## config.mk

```make
export PLATFORM = sky130hd
export DESIGN_NAME = div_share_arbiter
export DESIGN_NICKNAME = d
export VERILOG_FILES = /design/src/rtl/div_share_arbiter.sv
export SDC_FILE = /design/constraint.sdc
export NUM_CORES = 1
export LEC_CHECK = 0
export CORE_ASPECT_RATIO = 0.8
export CORE_MARGIN = 1
export CORE_UTILIZATION = 47
export CTS_CLUSTER_DIAMETER = 40
export DETAILED_ROUTE_END_ITERATION = 8
export PLACE_DENSITY_LB_ADDON = 0.25
export REMOVE_ABC_BUFFERS = 1
export SLEW_MARGIN = 20
export SYNTH_ARGS = -nofsm -noshare
export SYNTH_HDL_FRONTEND = slang
export SYNTH_SLANG_ARGS = --single-unit
```

## constraint.sdc

```tcl
create_clock -name Clock -period 2.6 [get_ports Clock]
set_clock_uncertainty 0.05 [all_clocks]
set_input_delay 0.39 -clock Clock [delete_from_list [all_inputs] [get_ports Clock]]
set_output_delay 0.39 -clock Clock [all_outputs]
set_load 0.01 [all_outputs]
```

## src/rtl/div_share_arbiter.sv

```systemverilog
// Round-robin sequencer sharing one multi-cycle divider between requesters A and B.
// Accept-to-Div_Go is 1 cycle, result valid 1 cycle after Div_Done; held until the owner's ready.
module div_share_arbiter #(
    parameter int WIDTH   = 4,
    parameter int TIMEOUT = 31
) (
    input  logic             Clock,
    input  logic             Reset,
    input  logic             ReqA_Valid,
    input  logic             ReqB_Valid,
    output logic             ReqA_Ready,
    output logic             ReqB_Ready,
    input  logic [WIDTH-1:0] ReqA_Divisor,
    input  logic [WIDTH-1:0] ReqA_Dividend,
    input  logic [WIDTH-1:0] ReqB_Divisor,
    input  logic [WIDTH-1:0] ReqB_Dividend,
    output logic             RespA_Valid,
    output logic             RespB_Valid,
    input  logic             RespA_Ready,
    input  logic             RespB_Ready,
    output logic [WIDTH-1:0] Resp_Quotient,
    output logic [WIDTH-1:0] Resp_Remainder,
    output logic             Resp_DivZero,
    output logic             Resp_Timeout,
    output logic             Div_Go,
    output logic [WIDTH-1:0] Div_Divisor,
    output logic [WIDTH-1:0] Div_Dividend,
    input  logic             Div_Done,
    input  logic [WIDTH-1:0] Div_Quotient,
    input  logic [WIDTH-1:0] Div_Remainder
);

    typedef enum logic [1:0] {S_IDLE, S_ISSUE, S_WAIT, S_RESP} state_t;

    localparam logic [7:0] LP_TIMEOUT = 8'(TIMEOUT);

    state_t           r_state;
    state_t           w_state_nxt;
    logic             r_last;
    logic             r_owner;
    logic [WIDTH-1:0] r_dvs;
    logic [WIDTH-1:0] r_dvd;
    logic [WIDTH-1:0] r_q;
    logic [WIDTH-1:0] r_r;
    logic             r_dz;
    logic             r_to;
    logic [7:0]       r_cnt;

    logic             w_gnt_a;
    logic             w_gnt_b;
    logic             w_go;
    logic             w_vld_a;
    logic             w_vld_b;
    logic [WIDTH-1:0] w_sel_dvs;
    logic [WIDTH-1:0] w_sel_dvd;
    logic [7:0]       w_cnt_inc;

    assign w_cnt_inc = r_cnt + 8'd1;

    always_comb begin
        w_state_nxt = r_state;
        w_gnt_a     = 1'b0;
        w_gnt_b     = 1'b0;
        w_go        = 1'b0;
        w_vld_a     = 1'b0;
        w_vld_b     = 1'b0;
        w_sel_dvs   = ReqA_Divisor;
        w_sel_dvd   = ReqA_Dividend;
        case (r_state)
            S_IDLE: begin
                // On a tie the requester that was not served last wins
                w_gnt_a = ReqA_Valid && (!ReqB_Valid || r_last);
                w_gnt_b = ReqB_Valid && (!ReqA_Valid || !r_last);
                if (w_gnt_b) begin
                    w_sel_dvs = ReqB_Divisor;
                    w_sel_dvd = ReqB_Dividend;
                end
                if (w_gnt_a || w_gnt_b) begin
                    w_state_nxt = (w_sel_dvs == '0) ? S_RESP : S_ISSUE;
                end
            end
            S_ISSUE: begin
                w_go        = 1'b1;
                w_state_nxt = S_WAIT;
            end
            S_WAIT: begin
                if (Div_Done || (w_cnt_inc == LP_TIMEOUT)) begin
                    w_state_nxt = S_RESP;
                end
            end
            S_RESP: begin
                w_vld_a = !r_owner;
                w_vld_b = r_owner;
                if (r_owner ? RespB_Ready : RespA_Ready) begin
                    w_state_nxt = S_IDLE;
                end
            end
            default: w_state_nxt = S_IDLE;
        endcase
    end

    always_ff @(posedge Clock) begin
        if (Reset) begin
            r_state <= S_IDLE;
        end else begin
            r_state <= w_state_nxt;
        end
    end

    always_ff @(posedge Clock) begin
        if (Reset) begin
            r_last  <= 1'b1;
            r_owner <= 1'b0;
            r_dvs   <= '0;
            r_dvd   <= '0;
            r_q     <= '0;
            r_r     <= '0;
            r_dz    <= 1'b0;
            r_to    <= 1'b0;
            r_cnt   <= '0;
        end else begin
            case (r_state)
                S_IDLE: begin
                    if (w_gnt_a || w_gnt_b) begin
                        r_owner <= w_gnt_b;
                        r_last  <= w_gnt_b;
                        r_dvs   <= w_sel_dvs;
                        r_dvd   <= w_sel_dvd;
                        if (w_sel_dvs == '0) begin
                            r_q  <= '1;
                            r_r  <= w_sel_dvd;
                            r_dz <= 1'b1;
                            r_to <= 1'b0;
                        end
                    end
                end
                S_ISSUE: r_cnt <= '0;
                S_WAIT: begin
                    // A done arriving on the expiry cycle still delivers the real result
                    if (Div_Done) begin
                        r_q  <= Div_Quotient;
                        r_r  <= Div_Remainder;
                        r_dz <= 1'b0;
                        r_to <= 1'b0;
                    end else begin
                        r_cnt <= w_cnt_inc;
                        if (w_cnt_inc == LP_TIMEOUT) begin
                            r_q  <= '0;
                            r_r  <= '0;
                            r_dz <= 1'b0;
                            r_to <= 1'b1;
                        end
                    end
                end
                default: ;
            endcase
        end
    end

    // Outputs are forced low while reset is held, whatever state the FSM was in
    assign ReqA_Ready     = w_gnt_a && !Reset;
    assign ReqB_Ready     = w_gnt_b && !Reset;
    assign RespA_Valid    = w_vld_a && !Reset;
    assign RespB_Valid    = w_vld_b && !Reset;
    assign Div_Go         = w_go && !Reset;
    assign Resp_Quotient  = Reset ? '0 : r_q;
    assign Resp_Remainder = Reset ? '0 : r_r;
    assign Resp_DivZero   = r_dz && !Reset;
    assign Resp_Timeout   = r_to && !Reset;
    assign Div_Divisor    = Reset ? '0 : r_dvs;
    assign Div_Dividend   = Reset ? '0 : r_dvd;

endmodule
```

# Yosys cells after proc, flatten, opt, wreduce, memory -nomap -nowiden
# Index checks and enable logic that the tools add are counted.
# classes
n_addsub,1
mul,0
div_mod_pow,0
n_lt_le_gt_ge,0
n_eq_ne,11
shifts,0
muxes,40
n_bitwise,0
reduce_logical,28
# ops
cell,count
two-way mux 4 bit,15
one-hot mux 4 bit (2 select lines),2
one-hot mux 8 bit (2 select lines),1
two-way mux 1 bit,14
"!= test 2 bit, second input constant",6
logical AND 1 bit,9
"adder 8 x 1 -> 8 bit, second input constant",1
"== test 8 x 5 -> 1 bit, second input constant",1
zero test 4 bit,2
two-way mux 2 bit,4
two-way mux 8 bit,1
one-hot mux 2 bit (4 select lines),1
zero test 1 bit,5
logical OR 1 bit,5
"== test 2 bit, second input constant",2
one-hot mux 1 bit (2 select lines),2
AND reduction 2 bit,2
AND reduction 4 bit,1
nonzero test 2 bit,2
"!= test 3 bit, second input constant",1
AND reduction 3 bit,1
"== test 2 x 1 -> 1 bit, second input constant",1
zero test 2 bit,1
# word_totals
reg_bits,30
latchBits,0
mem_bits_rw,0
mem_bits_ro,0
input_bits,31
output_inout_bits,23
word_cells,90
memories,0

# Depth between registers and ports, before layout
# Gate-level depths: netlist of the first run.
# depth
ltp_word,10
depth_mapped,8
ltp_nobuf,7

# Worst setup path after synthesis of the first run
# OpenSTA, ideal clock, no wires.
# synth_path
kind,register to register
start,reg r_state[0]
end,reg r_dz
setup_ns,0.121
arrival_time_ns,1.743
required_time_ns,2.429
path_slack_ns,0.685
path_stages_with_launch,9
path_buffers,2
period_less_slack_ns,1.915
cell_sequence,dfxtp_1 inv_1 ha_1 buf_2 or2b_4 a41o_1 o211a_1 buf_6 mux2_4
# synth_via
elab_chain_cells,5
elab_cells_between_ends,13
cone_classes,eq/ne (4); mux (4); reduce/logical (5)
# synth_lines
element,line_no,text
start: declaration,37,state_t r_state;
start signal: assignment,106,r_state <= w_state_nxt;
zero test 2 bit,"69, 122",
two-way mux 4 bit or two-way mux 1 bit (tied branches),69,case (r_state)
zero test 4 bit or logical OR 1 bit (tied branches),"129, 124",
!= test 2 bit (no source line),-,
AND reduction 4 bit (no source line),-,
end signal: assignment,132,r_dz <= 1'b1;
end signal: assignment,143,r_dz <= 1'b0;
end signal: assignment,150,r_dz <= 1'b0;
end: declaration,45,logic r_dz;
# Several ways; a longest one is shown, not always the timed one.
# A chain may end at the register's enable or synchronous reset.

# Final worst setup path of the first run
# layout_path
start,in ReqB_Valid
end,out ReqB_Ready
# layout_via
elab_chain_cells,3
# layout_lines
element,line_no,text
start: declaration,10,"input logic ReqB_Valid,"
logical AND 1 bit,73,w_gnt_b = ReqB_Valid && (!ReqA_Valid || !r_last);
two-way mux 1 bit,69,
logical AND 1 bit,162,assign ReqB_Ready = w_gnt_b && !Reset;
end: declaration,12,"output logic ReqB_Ready,"
# Every way passes these cells.

==> impl_results.rst, run 1 <==
.. list-table::
   :header-rows: 1

   * - Metric
     - Value
   * - Result of the run
     - complete, no violations
   * - Worst Setup Start Kind
     - input port
   * - Critical Path RT
     - 2.16 ns
   * - Clock network fraction of total power
     - 0.208
   * - Die Footprint
     - ~4000 sq um
   * - Fill cell count
     - roughly 290
   * - Initial Util
     - 0.503
   * - Deepest level of the CTS H-tree
     - 2
   * - WS Path Type
     - input port to primary output
   * - Cell with the most instances after synthesis
     - sky130_fd_sc_hd__dfxtp_1
   * - Post-synthesis instance total
     - approximately 220
   * - RSZ-0062 raised after global routing
     - false
   * - Final number of hold-violating endpoints
     - 0
   * - Overflow left after global routing
     - 0
   * - Internal power summed over all cells
     - approximately 1200 uW
   * - Skew-Pair Late Insertion Delay
     - between 0.2 and 0.3 ns
   * - Via count
     - 1,699
   * - Total Routed Length
     - between 4 and 5 mm
   * - Max Fclk
     - roughly 0.40 GHz
   * - Total inserted antenna cells
     - 0
   * - Setup Buffers After CTS
     - 0
   * - Worst Path Max Fanout
     - 10
   * - Final GP Congestion
     - around 0.78
   * - Clock Path Buffers
     - 2
   * - Share of post-route cells with drive strength above 1
     - 0.0889
   * - Number of DRC violations after detailed-routing iteration 0
     - 91
   * - Post-Route Utilization
     - 0.695
   * - Portion of synthesized cell area occupied by the leading cell type
     - 0.342
   * - Switching share of total power
     - 0.366
   * - Core box area
     - between 3000 and 4000 sq um
   * - Power, Total
     - between 1500 and 2000 uW
   * - Number of enable-type register cells in the synthesized netlist
     - 0
   * - List of cells traversed by the critical path
     - clkdlybuf4s50_1 -> a21boi_1 -> buf_4 -> and3_1 -> clkdlybuf4s50_1
   * - Final worst hold slack
     - around 0.44 ns
   * - Mapped Avg Cell Area
     - about 8.1 sq um
   * - Hold-fix buffer count after cts
     - 0
   * - Synthesized cell area
     - 1760 sq um
   * - Critical Path Slowest Stage Cell
     - sky130_fd_sc_hd__clkdlybuf4s50_1
   * - Via count of the first global-routing pass
     - 1,536
   * - First-pass GRT wire length
     - about 7.4 mm
   * - Dpl hpwl
     - just over 3 mm
   * - Post-synth top flop
     - sky130_fd_sc_hd__dfxtp_1
   * - GRT Total Usage
     - 0.236
   * - Antenna violations before repair
     - 0
   * - Transition time at the pin with the least slew margin
     - 0.473 ns
   * - Final Cycle Share
     - 0.960
   * - Arrival time of the worst setup path
     - slightly above 2 ns
   * - Routed wire per std cell
     - 14.2 microns
   * - Flop pwr share
     - 0.334
   * - Chip Height
     - between 50 and 60 microns
   * - Kind of path behind the tightest hold check
     - flop to flop
   * - Number of gates resized after CTS
     - 0
   * - Top-level I/O count
     - 54
   * - Number of unique standard cell types used by synthesis
     - 42
   * - Type of destination of the critical path
     - primary output
   * - Number of cells on the worst hold path
     - 2
   * - Max Slew Vio Count
     - 0
   * - Maximum number of pins on one net before global-route repair
     - between 40 and 50
   * - P_leak
     - 0.000943 uW
   * - Final TNS setup
     - 0 ns
   * - Signed area change from the synthesized netlist to the final layout
     - 38.1%
   * - Via/cell ratio
     - ~5.4
   * - Async set-or-reset flop fraction in the synthesized netlist
     - 0
   * - Net count of the finished layout
     - between 300 and 400
   * - Post-layout minimum cycle time
     - 2.50 ns
   * - Horizontal die dimension
     - between 70 and 80 microns
   * - Post-route antenna net violation count
     - 0
   * - CTS tree
     - done
   * - Ratio of total power to cell area
     - approximately 770 nW/um^2
   * - Slowest Stage Delay on Critical Path
     - between 0.5 and 0.6 ns
   * - Most area-hungry cell type in the Yosys netlist
     - sky130_fd_sc_hd__dfxtp_1
   * - Number of standard-cell rows in the floorplan
     - 19
   * - Worst Reg-to-Reg Cells
     - 8
   * - Most frequent cells after synthesis
     - sky130_fd_sc_hd__dfxtp_1 (30), sky130_fd_sc_hd__nand2_1 (27), sky130_fd_sc_hd__nor2_1 (23)
   * - Number of warning messages in the yosys log
     - 0
   * - Combinational group share of total power
     - 0.458
   * - Final setup violation count
     - 0
   * - Seq/Total Area, Yosys
     - 0.342
   * - CTS clk-pin slew, worst paths
     - ~0.06 ns
   * - Leading cell types by total area after synthesis
     - sky130_fd_sc_hd__dfxtp_1 (34%), sky130_fd_sc_hd__nand2_1 (5.8%), sky130_fd_sc_hd__mux2i_1 (5.7%), sky130_fd_sc_hd__nor2b_1 (5.7%), sky130_fd_sc_hd__mux2_4 (5.1%)
   * - Number of iterations in the first detailed-routing pass
     - 5
   * - Number of input and output port buffers inserted
     - 53
   * - Max rail drop VDD
     - roughly 530 uV
   * - Net switching power
     - between 600 and 700 uW
   * - Detailed-route DRC error count
     - 0
   * - Count of maximum capacitance violations
     - 0
   * - Number of storage elements in the synthesis netlist
     - 30
   * - Dominant cell type by count on the critical path
     - sky130_fd_sc_hd__clkdlybuf4s50_1
   * - Num CTS Buffers
     - 5
   * - Clock Root Buffer
     - sky130_fd_sc_hd__clkbuf_8
   * - Max-slew headroom
     - 0.682
   * - # clock sinks
     - 30
[logic make-up (layout without fill, tap and decap cells)]
logic type      after synthesis  count (layout)  share of synthesized area
simple gates                 92              92                      0.256
compound gates               43              43                      0.169
flops                        30              30                      0.342
buf+inv                      26              79                     0.0612
mux                          17              17                      0.115
fa+ha+maj                     6               6                     0.0427
xor+xnor                      3               3                     0.0149
[power by group through the flow]
stage	sequential [uW]	clock, uW	combinational, uW
final	628	390	861
after global routing	641	413	958
after CTS	626	393	859
after detailed placement	636	0	849
after global placement	630	0	836
after floorplan	618	0	549
[path summary, 6_finish.rpt]
path / startpoint / endpoint / slack (ns)
worst max-delay path: ReqB_Valid / ReqB_Ready / 0.10
worst min-delay path: r_r[0] / r_r[0] / 0.44
worst max register to register: r_state[1] / r_r[2] / 0.38
worst min register to register: r_r[0] / r_r[0] / 0.44
[final cells by class]
cell class              instances  area [sq um]  area share
multi-input cells             161          1050       0.432
flip-flops and latches         30           601       0.247
repair buffers                 59           588       0.242
clock buffers                   7          86.3      0.0356
well taps                      42          52.6      0.0216
inverters                      12          45.0      0.0186
clock inverters                 1          5.00     0.00206
[routing by layer]
layer  global-route usage  up-vias  part of all wire
met1                0.337      764              0.50
met5                    0        -                 0
met2                0.337       61              0.42
li1                     -      865                 -
met4               0.0943        0             0.014
met3               0.0557        9             0.060
[flip-flops by register name, summed over array words and instances (netlist names)]
signal / cells
r_dvs: 4
r_to: 1
r_dz: 1
r_last: 1
r_state: 2
r_dvd: 4
r_q: 4
r_owner: 1
r_r: 4
r_cnt: 8
[worst max-delay path, delay by kind of cell]
kind	cells	cell delay [ns]
AO/OA/AOI/OAI	1	0.25
buffers and inverters	3	1.25
AND/OR/NAND/NOR	1	0.17
[cell usage in the layout, fill, tap and decap left out, types with 2 or more instances in the layout]
master / count
sky130_fd_sc_hd__clkdlybuf4s50_1: 53
sky130_fd_sc_hd__nand3b_1: 2
sky130_fd_sc_hd__mux2i_1: 10
sky130_fd_sc_hd__buf_4: 5
sky130_fd_sc_hd__nor4_1: 2
sky130_fd_sc_hd__and3_1: 2
sky130_fd_sc_hd__dfxtp_1: 30
sky130_fd_sc_hd__ha_1: 6
sky130_fd_sc_hd__inv_1: 11
sky130_fd_sc_hd__nand4_1: 2
sky130_fd_sc_hd__clkbuf_8: 6
sky130_fd_sc_hd__or3_1: 2
sky130_fd_sc_hd__mux2_4: 6
sky130_fd_sc_hd__a311oi_1: 7
sky130_fd_sc_hd__nor2_1: 23
sky130_fd_sc_hd__xnor2_1: 2
sky130_fd_sc_hd__nand3_1: 10
sky130_fd_sc_hd__a21oi_1: 9
sky130_fd_sc_hd__nor2b_1: 16
sky130_fd_sc_hd__o21ai_0: 9
sky130_fd_sc_hd__nand2_1: 27
sky130_fd_sc_hd__a211oi_1: 8
[metrics by stage]
step | instance area, sq um | std cells | setup slack, ns
after floorplan | 1700 | 203 | 0.0558
after global placement | 2340 | 304 | 0.130
after detailed placement | 2340 | 304 | 0.115
after CTS | 2430 | 312 | 0.114
after global routing | 2430 | 312 | 0.0288
final | 2430 | 312 | 0.105
Power figures use the tool's default switching activity.
==> run 2: changes to the inputs <==
CELL_PAD_IN_SITES_DETAIL_PLACEMENT = 1   (was unset)
CELL_PAD_IN_SITES_GLOBAL_PLACEMENT = 2   (was unset)
CORE_UTILIZATION = 26   (was 47)
clock period = 2.35 ns   (was 2.6 ns; I/O delays follow)
==> impl_results.rst, run 2 (synthesized netlist as in run 1, its figures left out) <==
.. list-table::
   :header-rows: 1

   * - Metric
     - Value
   * - Result of the run
     - complete, no violations
   * - Critical register-to-register path startpoint
     - r_cnt[1]
   * - Post-route antenna net violation count
     - 0 (unchanged)
   * - Core box area
     - 6470 sq um (+85%)
   * - CTS clk-pin slew, worst paths
     - 0.07 ns (about the same)
   * - Clock Root Buffer
     - sky130_fd_sc_hd__clkbuf_8
   * - Deepest level of the CTS H-tree
     - 2 (unchanged)
   * - Critical register-to-register path endpoint
     - r_r[1]
   * - Total inserted antenna cells
     - 0 (unchanged)
   * - Share of post-route cells with drive strength above 1
     - 0.113 (+0.0238)
   * - Via count
     - 1,665 (-2.0%)
   * - # clock sinks
     - 30 (unchanged)
   * - Number of cells on the worst hold path
     - 2 (unchanged)
   * - Register name with the most flops
     - r_cnt
   * - Dominant cell type by count on the critical path
     - sky130_fd_sc_hd__clkdlybuf4s50_1
   * - Switching share of total power
     - 0.369 (+0.00279)
   * - Arrival time of the worst setup path
     - 1.86 ns (-0.20 ns)
   * - Number of input and output port buffers inserted
     - 53 (unchanged)
   * - Skew-Pair Late Insertion Delay
     - 0.28 ns (about the same)
   * - Placed Cells
     - 351 (+15%)
   * - Post-layout minimum cycle time
     - 2.26 ns
   * - Via count of the first global-routing pass
     - 1,589 (+3.5%)
   * - Horizontal die dimension
     - 93.9 microns (+33%)
   * - Largest register FFs
     - 8 (unchanged)
   * - Signed area change from the synthesized netlist to the final layout
     - 43.8%
   * - Clock Path Buffers
     - 2 (unchanged)
   * - Critical Path Slowest Stage Cell
     - sky130_fd_sc_hd__clkdlybuf4s50_1
   * - Worst Reg-to-Reg Cells
     - 7 (-1)
   * - Num CTS Buffers
     - 5 (unchanged)
   * - List of cells traversed by the critical path
     - clkdlybuf4s50_1 -> a21boi_2 -> buf_4 -> and3_1 -> clkdlybuf4s50_1
   * - Worst Setup Start Kind
     - input port
   * - Detailed-route DRC error count
     - 0 (unchanged)
   * - Chip Height
     - 75.5 microns (+33%)
   * - Top library cells by usage in the layout, fill and taps aside
     - sky130_fd_sc_hd__clkdlybuf4s50_1 (53), sky130_fd_sc_hd__dfxtp_1 (30), sky130_fd_sc_hd__nand2_1 (27), sky130_fd_sc_hd__nor2_1 (23), sky130_fd_sc_hd__nor2b_1 (16)
   * - Final GP Congestion
     - 0.714 (-8.3%)
   * - Net switching power
     - 769 uW (+12%)
   * - CTS tree
     - done
   * - Total Routed Length
     - 4.89 mm (+10%)
   * - Via/cell ratio
     - 4.64 (-15%)
   * - P_leak
     - 0.000973 uW (+3.1%)
   * - Final setup violation count
     - 0 (unchanged)
   * - Post-layout worst setup margin
     - 0.0897 ns (-0.0150 ns)
   * - Maximum number of pins on one net before global-route repair
     - 36 (-14%)
   * - R2R setup slack
     - 0.20 ns (-0.18 ns)
   * - HP Start
     - r_r[3]
   * - Count of maximum capacitance violations
     - 0 (unchanged)
   * - Max rail drop VDD
     - 307 uV (-42%)
   * - GRT Total Usage
     - 0.147 (-0.0883)
   * - Routed wire per std cell
     - 13.6 microns (-4.3%)
   * - Most frequent standard cell in the layout excluding fill and tap cells
     - sky130_fd_sc_hd__clkdlybuf4s50_1
   * - Worst Path Max Fanout
     - 4 (-6)
   * - Max-slew headroom
     - 0.736 (+0.0543)
   * - Type of destination of the critical path
     - primary output
   * - Hold-critical path endpoint
     - r_r[3]
   * - Max Slew Vio Count
     - 0 (unchanged)
   * - Flop pwr share
     - 0.330 (-0.004)
   * - Final Cycle Share
     - 0.962
   * - Number of standard-cell rows in the floorplan
     - 26 (+7)
   * - Dpl hpwl
     - 3.61 mm (+17%)
   * - Kind of path behind the tightest hold check
     - flop to flop
   * - Clock network fraction of total power
     - 0.190 (-0.018)
   * - Antenna violations before repair
     - 0 (unchanged)
   * - Internal power summed over all cells
     - 1320 uW (+11%)
   * - Critical Path RT
     - 1.95 ns (-0.21 ns)
   * - Die Footprint
     - 7100 sq um (+78%)
   * - Final worst hold slack
     - 0.427 ns (-0.0111 ns)
   * - Slowest Stage Delay on Critical Path
     - 0.53 ns (about the same)
   * - Combinational group share of total power
     - 0.480 (+0.022)
   * - Hold-fix buffer count after cts
     - 0 (unchanged)
   * - Ratio of total power to cell area
     - 825 nW/um^2 (+6.5%)
   * - Transition time at the pin with the least slew margin
     - 0.392 ns (-0.0808 ns)
   * - Final TNS setup
     - 0 ns (unchanged)
   * - Power, Total
     - 2090 uW (+11%)
   * - WS Path Type
     - input port to primary output
   * - Number of iterations in the first detailed-routing pass
     - 4 (-1)
   * - Worst slack after detailed placement
     - -0.116 ns (-0.231 ns)
   * - Overflow left after global routing
     - 0 (unchanged)
   * - Number of DRC violations after detailed-routing iteration 0
     - 52 (-43%)
   * - Net count of the finished layout
     - 312 (+2.0%)
   * - Top-level I/O count
     - 54 (unchanged)
   * - Max Fclk
     - roughly 0.44 GHz
   * - RSZ-0062 raised after global routing
     - false
   * - Final number of hold-violating endpoints
     - 0 (unchanged)
   * - Final instance count without filler cells
     - 359 (+15%)
   * - First-pass GRT wire length
     - 7.98 mm (+8.1%)
   * - Initial Util
     - 0.272 (-0.231)
run 2: cell count changes in the layout (fill, tap and decap cells not counted), sizes merged:
cell    before  now
clkinv       1    2
clkbuf       7    5
buf          6   12
run 2: layer usage:
metal	part of all wire	vias to the layer above	GRT usage
li1	-	878	-
met1	0.54	743	0.215
met2	0.40	42	0.221
met3	0.055	2	0.0339
met4	0.0045	0	0.0308
met5	0	-	0
run 2: worst max-delay path by stage:
stage	end	cells after the start	from
after CTS	ReqB_Ready	5	ReqB_Valid
after detailed placement	r_r[1]	7	ReqB_Valid
after global placement	r_q[2]	6	ReqB_Valid
after floorplan	r_dz	7	r_state[0]
final	ReqB_Ready	5	ReqA_Valid
after global routing	r_r[1]	7	r_cnt[1]
run 2: layout make-up:
class | count | area (sq um)
Clock buffer | 5 | 68.8
Clock inverter | 2 | 10.0
Fill cell | 782 | 3950
Inverter | 12 | 45.0
Multi-Input combinational cell | 161 | 1050
Sequential cell | 30 | 601
Tap cell | 84 | 105
Timing Repair Buffer | 65 | 646
run 2: worst max-delay path: cells and delay by family:
family	cells	cell delay, ns
AOI/OAI and AO/OA	1	0.22
buffers and inverters	3	1.15
and+or+nand+nor	1	0.14
run 2: power by group through the flow:
stage	combinational [uW]	sequential (uW)	clock, uW
final	1000	689	396
after global routing	1130	708	435
after CTS	1010	688	411
after detailed placement	1000	699	0
after global placement	1010	695	0
after floorplan	607	683	0
run 2: per-stage QoR:
stage,area [sq um],utilization
2_1_floorplan,1700,-
3_3_place_gp,2440,0.377
3_5_place_dp,2440,0.377
4_1_cts,2520,0.390
5_1_grt,2530,0.391
6_report,2530,0.391
run 2: repair_timing:
item | in CTS | in global routing
pin swaps | 0 | 0
gates resized for setup | 0 | 1
setup endpoints to repair | 1 | 1
buffers inserted | 1 | 0
